--- config.mk ---
export PLATFORM = sky130hd
export DESIGN_NAME = fifo_wr_arbiter_flat
export DESIGN_NICKNAME = d
export VERILOG_FILES = /design/src/rtl/fifo_wr_arbiter_if.sv /design/src/rtl/fifo_wr_arbiter.sv /design/src/flat_wrapper.sv
export SDC_FILE = /design/constraint.sdc
export NUM_CORES = 1
export LEC_CHECK = 0
export ABC_AREA = 1
export CAP_MARGIN = 20
export CORE_MARGIN = 3
export CORE_UTILIZATION = 42
export DETAILED_ROUTE_END_ITERATION = 8
export PLACE_DENSITY = 0.91
export SYNTH_ARGS = -nofsm -noshare
export SYNTH_HDL_FRONTEND = slang
export SYNTH_SLANG_ARGS = --single-unit
--- constraint.sdc ---
create_clock -name clk -period 1.7 [get_ports clk]
set_input_delay 0.34 -clock clk [delete_from_list [all_inputs] [get_ports clk]]
set_output_delay 0.34 -clock clk [all_outputs]
set_load 0.02 [all_outputs]
--- src/rtl/fifo_wr_arbiter_if.sv ---
`default_nettype none
// ---------------------------------------------------------------------------
// fifo_wr_arbiter_if : producer request/grant bus plus FIFO write-port signals
// Rev 1.0
// ---------------------------------------------------------------------------
interface fifo_wr_arbiter_if #(
   parameter int NUM_REQ    = 4,
   parameter int DATA_WIDTH = 4
);
   localparam int ID_W = $clog2(NUM_REQ);

   logic [NUM_REQ-1:0]            req;
   logic [NUM_REQ*DATA_WIDTH-1:0] req_data;
   logic [NUM_REQ-1:0]            gnt;
   logic [NUM_REQ-1:0]            ack;
   logic [ID_W-1:0]               gnt_id;
   logic                          busy;
   logic                          fifo_wr_en;
   logic [DATA_WIDTH-1:0]         fifo_wr_data;
   logic                          fifo_full;
   logic                          fifo_afull;

   // Producers and FIFO flags side
   modport master (
      output req, req_data, fifo_full, fifo_afull,
      input  gnt, ack, gnt_id, busy, fifo_wr_en, fifo_wr_data
   );

   // Arbiter side
   modport slave (
      input  req, req_data, fifo_full, fifo_afull,
      output gnt, ack, gnt_id, busy, fifo_wr_en, fifo_wr_data
   );
endinterface
`default_nettype wire

--- src/rtl/fifo_wr_arbiter.sv ---
`default_nettype none
// ---------------------------------------------------------------------------
// fifo_wr_arbiter : round-robin burst arbiter in front of one FIFO write port.
// Optional macro FIFO_WR_ARB_AFULL_EN blocks new grants while fifo_afull = 1.
// Rev 1.0
// ---------------------------------------------------------------------------
module fifo_wr_arbiter #(
   parameter int NUM_REQ    = 4,
   parameter int DATA_WIDTH = 4,
   parameter int MAX_BURST  = 4
) (
   input  wire             clk,
   input  wire             rst,
   fifo_wr_arbiter_if.slave bus
);
   localparam int ID_W  = $clog2(NUM_REQ);
   localparam int CNT_W = $clog2(MAX_BURST + 1);

   localparam logic [0:0] IDLE  = 1'b0;
   localparam logic [0:0] BURST = 1'b1;

   logic [0:0]         state_q,     state_d;
   logic [NUM_REQ-1:0] gnt_q,       gnt_d;
   logic [ID_W-1:0]    gnt_id_q,    gnt_id_d;
   logic [CNT_W-1:0]   burst_cnt_q, burst_cnt_d;
   logic               busy_q,      busy_d;

   logic               sel_found;
   logic [ID_W-1:0]    sel_idx;
   logic [ID_W-1:0]    cand;
   logic               grant_ok;
   logic               req_g;
   logic               xfer;
   logic               last_word;

`ifdef FIFO_WR_ARB_AFULL_EN
   assign grant_ok = ~bus.fifo_afull;
`else
   logic unused_afull;
   assign unused_afull = bus.fifo_afull;
   assign grant_ok     = 1'b1;
`endif

   // First set request searching upward from last+1, wrapping modulo NUM_REQ
   always_comb begin
      sel_found = 1'b0;
      sel_idx   = '0;
      cand      = '0;
      for (int i = 1; i <= NUM_REQ; i++) begin
         cand = ID_W'((int'(gnt_id_q) + i) % NUM_REQ);
         if (!sel_found && bus.req[cand]) begin
            sel_found = 1'b1;
            sel_idx   = cand;
         end
      end
   end

   assign req_g     = bus.req[gnt_id_q];
   assign xfer      = req_g & ~bus.fifo_full;
   assign last_word = (burst_cnt_q == CNT_W'(MAX_BURST - 1));

   always_ff @(posedge clk) begin
      if (rst) begin
         state_q     <= IDLE;
         gnt_q       <= '0;
         gnt_id_q    <= ID_W'(NUM_REQ - 1);
         burst_cnt_q <= '0;
         busy_q      <= 1'b0;
      end else begin
         state_q     <= state_d;
         gnt_q       <= gnt_d;
         gnt_id_q    <= gnt_id_d;
         burst_cnt_q <= burst_cnt_d;
         busy_q      <= busy_d;
      end
   end

   // gnt_id doubles as the round-robin "last" pointer once a burst ends
   always_comb begin
      state_d     = state_q;
      gnt_d       = gnt_q;
      gnt_id_d    = gnt_id_q;
      burst_cnt_d = burst_cnt_q;
      busy_d      = busy_q;
      case (state_q)
         IDLE: begin
            if (sel_found && grant_ok) begin
               state_d     = BURST;
               gnt_d       = NUM_REQ'(1) << sel_idx;
               gnt_id_d    = sel_idx;
               burst_cnt_d = '0;
               busy_d      = 1'b1;
            end
         end
         BURST: begin
            if (!req_g || (xfer && last_word)) begin
               state_d = IDLE;
               gnt_d   = '0;
               busy_d  = 1'b0;
            end else if (xfer) begin
               burst_cnt_d = burst_cnt_q + CNT_W'(1);
            end
         end
         default: begin
            state_d = IDLE;
            gnt_d   = '0;
            busy_d  = 1'b0;
         end
      endcase
   end

   always_comb begin
      bus.fifo_wr_en   = (state_q == BURST) && xfer;
      bus.ack          = bus.fifo_wr_en ? gnt_q : '0;
      bus.fifo_wr_data = bus.req_data[gnt_id_q*DATA_WIDTH +: DATA_WIDTH];
      bus.gnt          = gnt_q;
      bus.gnt_id       = gnt_id_q;
      bus.busy         = busy_q;
   end
endmodule
`default_nettype wire

--- src/flat_wrapper.sv ---
// flat-port wrapper written by rule: the top's interface ports become plain ports
module fifo_wr_arbiter_flat 
#(
   parameter int NUM_REQ    = 4,
   parameter int DATA_WIDTH = 4,
   parameter int MAX_BURST  = 4
)
  (clk, rst, bus_req, bus_req_data, bus_fifo_full, bus_fifo_afull, bus_gnt, bus_ack, bus_gnt_id, bus_busy, bus_fifo_wr_en, bus_fifo_wr_data);
  fifo_wr_arbiter_if #(.NUM_REQ(NUM_REQ), .DATA_WIDTH(DATA_WIDTH)) bus_i ();
  input  wire clk;
  input  wire rst;
  input wire logic [$bits(bus_i.req)-1:0] bus_req;
  input wire logic [$bits(bus_i.req_data)-1:0] bus_req_data;
  input wire logic [$bits(bus_i.fifo_full)-1:0] bus_fifo_full;
  input wire logic [$bits(bus_i.fifo_afull)-1:0] bus_fifo_afull;
  output wire logic [$bits(bus_i.gnt)-1:0] bus_gnt;
  output wire logic [$bits(bus_i.ack)-1:0] bus_ack;
  output wire logic [$bits(bus_i.gnt_id)-1:0] bus_gnt_id;
  output wire logic [$bits(bus_i.busy)-1:0] bus_busy;
  output wire logic [$bits(bus_i.fifo_wr_en)-1:0] bus_fifo_wr_en;
  output wire logic [$bits(bus_i.fifo_wr_data)-1:0] bus_fifo_wr_data;
  assign bus_i.req = bus_req;
  assign bus_i.req_data = bus_req_data;
  assign bus_i.fifo_full = bus_fifo_full;
  assign bus_i.fifo_afull = bus_fifo_afull;
  assign bus_gnt = bus_i.gnt;
  assign bus_ack = bus_i.ack;
  assign bus_gnt_id = bus_i.gnt_id;
  assign bus_busy = bus_i.busy;
  assign bus_fifo_wr_en = bus_i.fifo_wr_en;
  assign bus_fifo_wr_data = bus_i.fifo_wr_data;
  fifo_wr_arbiter #(.NUM_REQ(NUM_REQ), .DATA_WIDTH(DATA_WIDTH), .MAX_BURST(MAX_BURST)) u_core (.clk(clk), .rst(rst), .bus(bus_i));
endmodule
== Word level (Yosys, flattened, before mapping) ==
Cells that the tools add are included.
Word-level totals
  register bits: 11
  word-level logic and storage cells: 70
  output and inout bits: 16
  input bits: 24
Cells by class
  reductions and logical operators: 13
  muxes and demuxes: 32
  bitwise operators: 3
  shift operators: 2
  magnitude comparators: 5
  eq/ne operators: 5
  add/sub/neg operators: 5
Operator list (count)
  16-bit by 5-bit variable part select with 4-bit output: 1
  2-bit by 3-bit less-than comparator with 1-bit output (second input constant): 5
  1-bit 2-to-1 mux: 13
  4-bit 2-to-1 mux: 3
  1-bit binary-select mux with 2-bit select: 5
  3-bit 2-to-1 mux: 3
  2-bit 2-to-1 mux: 4
  4-bit one-hot mux with 2 select lines: 1
  2-bit inequality test (second input constant): 3
  3-bit one-hot mux with 2 select lines: 1
  1-bit logical AND: 5
  2-bit by 1-bit adder with 2-bit output (second input constant): 2
  2-bit adder (second input constant): 2
  1-bit logical NOT: 4
  1-bit one-hot mux with 2 select lines: 2
  2-bit AND reduction: 2
  1-bit by 2-bit left shift with 4-bit output (first input constant): 1
  3-bit by 1-bit adder with 3-bit output (second input constant): 1
  3-bit by 2-bit equality test with 1-bit output (second input constant): 1
  3-bit AND reduction: 1
  2-bit by 1-bit inequality test with 1-bit output (second input constant): 1
  1-bit inverter: 2
  1-bit bitwise AND: 1
  1-bit logical OR: 1

== Depth between registers and ports, before layout ==
  depth in word-level cells: 16
  mapped depth: 13
  mapped depth without buffers: 12

== Worst setup path before layout ==
OpenSTA, ideal clock, no wires.
  path kind: flip-flop to output port
  start: register u_core.gnt_id_q[0] (netlist: u_core.bus.gnt_id[0])
  end: output port bus_ack[0]
  cell stages (with the launch flop): 8
  slack: -0.278 ns
  buffers on the path: 1
  arrival time: 1.638 ns
  data required time: 1.360 ns
  path through: dfxtp_1 -> buf_6 -> nand2_1 -> nand3_2 -> nand2_4 -> nor3_4 -> inv_1 -> nor2_1
On the way
  longest elaborated chain between the ends: 5
RTL lines
  from (decl): line fifo_wr_arbiter.sv:24  | logic [ID_W-1:0] gnt_id_q, gnt_id_d;
  from (signal assigned): line fifo_wr_arbiter.sv:66  | gnt_id_q <= ID_W'(NUM_REQ - 1);
  from (signal assigned): line fifo_wr_arbiter.sv:72  | gnt_id_q <= gnt_id_d;
  1-bit binary-select mux with 2-bit select: line fifo_wr_arbiter.sv:58  | assign req_g = bus.req[gnt_id_q];
  1-bit 2-to-1 mux (implied by the code): line fifo_wr_arbiter.sv:58
  1-bit bitwise AND: line fifo_wr_arbiter.sv:59  | assign xfer = req_g & ~bus.fifo_full;
  1-bit logical AND: line fifo_wr_arbiter.sv:113  | bus.fifo_wr_en = (state_q == BURST) && xfer;
  via bus_fifo_wr_en: line flat_wrapper.sv:20  | output wire logic [$bits(bus_i.fifo_wr_en)-1:0] bus_fifo_wr_en;
  4-bit 2-to-1 mux: line fifo_wr_arbiter.sv:114  | bus.ack = bus.fifo_wr_en ? gnt_q : '0;
  to (decl): line flat_wrapper.sv:17  | output wire logic [$bits(bus_i.ack)-1:0] bus_ack;
The timed path passes the listed nets, and every way through them passes these cells. The select of a mux whose other input is x is not followed.

== Worst setup path after layout ==
  start: register u_core.gnt_id_q[0] (netlist: u_core.bus.gnt_id[0])
  end: register u_core.gnt_q[0] (netlist: u_core.bus.gnt[0])
On the way
  longest elaborated chain between the ends: 16
  elaborated cells on any way between the ends: 38
  classes of those cells: add/sub: 4; eq/ne: 2; shift: 1; mux: 20; bitwise: 1; reduce/logical: 10
RTL lines
  2-bit by 1-bit adder with 2-bit output: line fifo_wr_arbiter.sv:50  | cand = ID_W'((int'(gnt_id_q) + i) % NUM_REQ);
  1-bit binary-select mux with 2-bit select: line fifo_wr_arbiter.sv:51  | if (!sel_found && bus.req[cand]) begin
  1-bit 2-to-1 mux (implied by the code): line fifo_wr_arbiter.sv:51
  1-bit 2-to-1 mux: line fifo_wr_arbiter.sv:51
  1-bit logical NOT: line fifo_wr_arbiter.sv:51
  1-bit logical AND: line fifo_wr_arbiter.sv:51
  1-bit 2-to-1 mux: line fifo_wr_arbiter.sv:51
  1-bit logical NOT: line fifo_wr_arbiter.sv:51
  1-bit logical AND: line fifo_wr_arbiter.sv:51
  1-bit 2-to-1 mux: line fifo_wr_arbiter.sv:51
  1-bit logical NOT: line fifo_wr_arbiter.sv:51
  1-bit logical AND: line fifo_wr_arbiter.sv:51
  2-bit 2-to-1 mux: line fifo_wr_arbiter.sv:51
  1-bit by 2-bit left shift with 4-bit output: line fifo_wr_arbiter.sv:89  | gnt_d = NUM_REQ'(1) << sel_idx;
  4-bit 2-to-1 mux: line fifo_wr_arbiter.sv:87  | if (sel_found && grant_ok) begin
  4-bit one-hot mux with 2 select lines: line fifo_wr_arbiter.sv:85  | case (state_q)
  to (signal assigned): line fifo_wr_arbiter.sv:71  | gnt_q <= gnt_d;
  to (decl): line fifo_wr_arbiter.sv:23  | logic [NUM_REQ-1:0] gnt_q, gnt_d;
Several ways; a longest one is shown, not always the timed one. The select of a mux whose other input is x is not followed.
A chain may end at the register's enable or synchronous reset.

==> impl_metrics.py <==
metrics = {
    "outcome": {
        "status": "complete, but fails checks",
        "violations": "setup timing",
    },
    "logic_synthesis": {
        "ys_seq_area_share_pct": 23.37,
        "yosysWarningCount": 0,
        "ys_types": 23,
        "synth_fp_nets": 180,
        "syn_area_um2": 942.2,
        "synthCells": 154,
        "yosys_register_bits": 11,
        "synth.avg_cell_area_um2": 6.118,
    },
    "timing": {
        "layout_setup_ws_ns": -0.2387,
        "fin_worst_skew_ns": 0.005278,
        "finalHoldViolCount": 0,
        "timing.final.setup_violations": 18,
        "min_period_ns": 1.939,
        "slew_viol_final": 0,
        "rsz0062_at_grt": "true",
        "max_slew_margin_pct": 63.88,
        "whs_ns": 0.4838,
        "fin_crit_sh_pct": 114.0,
        "worst_pin_slew_ns": 0.5401,
        "fmaxAchievable_ghz": 0.5158,
    },
    "power": {
        "seqPwrFrac_pct": 14.4,
        "p_int_mw": 1.495,
        "p_comb_share_pct": 79.7,
        "clockPowerShare_pct": 5.9,
        "power.leakage_nw": 0.8109,
        "vdd_ir_drop_max_mv": 1.180,
        "sw_frac_of_total_pct": 52.90,
        "finalPower_mw": 3.174,
        "power_density_mw_per_mm2": 1842,
        "p_sw_mw": 1.679,
    },
    "critical_path": {
        "endpoint_kind": "flip-flop",
        "r2r_setup_slack_ns": -0.24,
        "critPathTopFamily": "simple AND/OR/NAND/NOR gates",
        "arrival_ns": 2.14,
        "critPathSlowestCell": "dfxtp_4",
        "critPathLaunchType": "flip-flop",
        "cp_common_cell": "nand2_1",
        "critPathBufInv": 2,
        "critPathMaxFanout": 7,
        "critical_path_class": "reg -> reg",
        "crit_chain": "inv_6 > buf_4 > nand2_1 > nand2_1 > nand2_1 > nand2_1 > nand2_1 > nand2_2 > nand2_1 > nand2_1 > nor2_2 > nand2_1 > a21oi_2",
        "cp_data_required_time_ns": 1.90,
        "startpoint": "u_core.bus.gnt_id[0]$_SDFFE_PP1P_",
        "critical-path-max-stage-delay_ns": 0.41,
        "regToRegStartpoint": "u_core.bus.gnt_id[0]$_SDFFE_PP1P_",
    },
    "layout": {
        "syn_to_final_growth_pct": 82.87,
        "drive_gt1_share_pct": 44.44,
        "final_cell_mix": "30 x nand2_1, 23 x clkdlybuf4s50_1, 21 x buf_4",
        "layout.nets": 243,
        "antenna_cells": 0,
        "final_common_cell": "nand2_1",
        "nFillCells": 107,
    },
    "route": {
        "num_vias": 1351,
        "dr.first_iter.drc_count": 59,
        "drtPass1Iterations": 4,
        "wire_per_inst_um": 18.00,
        "drt-vias-per-instance": 5.560,
        "drc": 0,
        "totalWireLength_mm": 4.374,
        "drtAntennaViolNets": 0,
    },
    "cts": {
        "clk_latency_ns": 0.28,
        "clock-root-buffer": "clkbuf_4",
        "ctsHoldBuffers": 0,
        "cts_tree": "built",
        "clk_pin_slew_ns": 0.07,
        "numCtsBuffers": 3,
        "cts_num_sinks": 11,
        "max-clock-path-buffers": 2,
        "htree_levels": 1,
    },
    "floorplanning": {
        "initial_core_util_pct": 46.14,
        "die-area_mm2": 0.002847,
        "core_area_mm2": 0.002042,
        "die_w_um": 53.36,
        "die_y_um": 53.36,
        "num_rows": 16,
        "io_pins": 40,
    },
    "place": {
        "place_hpwl_mm": 2.330,
        "gp_congestion": 0.7794,
        "io_buffer_count": 38,
    },
    "global_route": {
        "grt_pass1_wl_mm": 5.030,
        "grt_max_degree": 12,
        "grt_use_met1_pct": 25.13,
        "grtUsageTotal_pct": 24.37,
        "grt-ovfl-total": 0,
        "antenna_found_initial": 1,
        "grt-busiest-layer": "met2",
        "grt_util_met2_pct": 45.71,
        "grt_pass1_vias": 1177,
        "grt_use_met3_pct": 6.197,
    },
    "hold_path": {
        "hold_path_class": "reg -> reg",
        "hold_start": "u_core.burst_cnt_q[1]$_SDFFE_PP0P_",
    },
    "run": {
        "cap_violations": 0,
    },
}
## cell families after synthesis
group | Yosys count | synth area share (%)
AND/OR/NAND/NOR | 94 | 48.34
buffers and inverters | 32 | 15.27
AO/OA/AOI/OAI | 15 | 10.36
flip-flops | 11 | 23.37
adder cells (fa/ha/maj) | 2 | 2.656
## state kept, by name, indices dropped and copies added (netlist names)
register            cells
u_core.bus.gnt_id       2
u_core.bus.gnt          4
u_core.state_q          1
u_core.bus.busy         1
u_core.burst_cnt_q      3
## cells in the mapped netlist (all sizes together)
master,count,share of area [%]
nand3,25,15
nand3b,1,0.80
nand2,52,23
buf,4,4.1
dfxtp,11,23
a22oi,3,2.4
inv,26,10
or2,1,0.66
a21oi,8,5.4
ha,2,2.7
nor3,1,1.7
o21ai,4,2.5
clkbuf,2,0.80
nor2,11,4.9
nand4,3,2.0
## area by class of cell
| type | instances | area (um^2) | area share (%) |
|---|---|---|---|
| Multi-Input combinational cell | 111 | 726.9 | 42.19 |
| Timing Repair Buffer | 64 | 598.1 | 34.71 |
| Sequential cell | 11 | 227.7 | 13.22 |
| Inverter | 26 | 110.1 | 6.391 |
| Tap cell | 27 | 33.78 | 1.961 |
| Clock buffer | 4 | 26.28 | 1.525 |
## power groups by stage
stage          Clock (mW)  Sequential [mW]  Combinational [mW]
6_report            0.186            0.457                2.53
5_1_grt             0.198            0.467                2.69
4_1_cts             0.180            0.443                1.96
3_5_place_dp            0            0.447                1.87
3_3_place_gp            0            0.438                1.79
2_1_floorplan           0            0.512                1.08
## worst register-to-register path: stages, from the launching register on
cell and delay, ns:
dfxtp_4 0.41, inv_6 0.06, buf_4 0.14, nand2_1 0.07, nand2_1 0.14, nand2_1 0.12, nand2_1 0.10, nand2_1 0.15
nand2_2 0.08, nand2_1 0.08, nand2_1 0.07, nor2_2 0.15, nand2_1 0.11, a21oi_2 0.18
## through the flow
| stage | utilization (%) | setup TNS (ns) | instances | cell area [um^2] | worst slack, ns |
|---|---|---|---|---|---|
| after global routing | 84.38 | -3.561 | 243 | 1723 | -0.3728 |
| after global placement | 73.59 | -6.091 | 233 | 1503 | -0.7275 |
| after CTS | 76.78 | -1.437 | 239 | 1568 | -0.1706 |
| final | 84.38 | -2.051 | 243 | 1723 | -0.2387 |
| after floorplan | - | -0.08704 | 154 | 987.2 | -0.03900 |
| after detailed placement | 73.59 | -7.488 | 233 | 1503 | -0.8043 |
## metal layers
metal	vias to the layer above	share of wire, %	wire length (um)
li1	610	-	-
met1	614	35	1532
met2	85	49	2153
met3	42	8.6	375
met4	0	7.2	313
met5	-	0	0
## final timing paths
path	to	cells past startpoint
worst max-delay path	u_core.bus.gnt[0]$_SDFFE_PP0P_	13
worst min-delay path	u_core.burst_cnt_q[1]$_SDFFE_PP0P_	2
worst max register to register	u_core.bus.gnt[0]$_SDFFE_PP0P_	13
worst min register to register	u_core.burst_cnt_q[1]$_SDFFE_PP0P_	2
## what timing repair did
item | 4_1_cts | 5_1_grt
pin swaps | 10 | 19
cloned | 0 | 0
setup buffers | 2 | 5
endpoints found under the setup margin | 20 | 20
gates resized for setup | 69 | 41
Power figures use the tool's default switching activity.
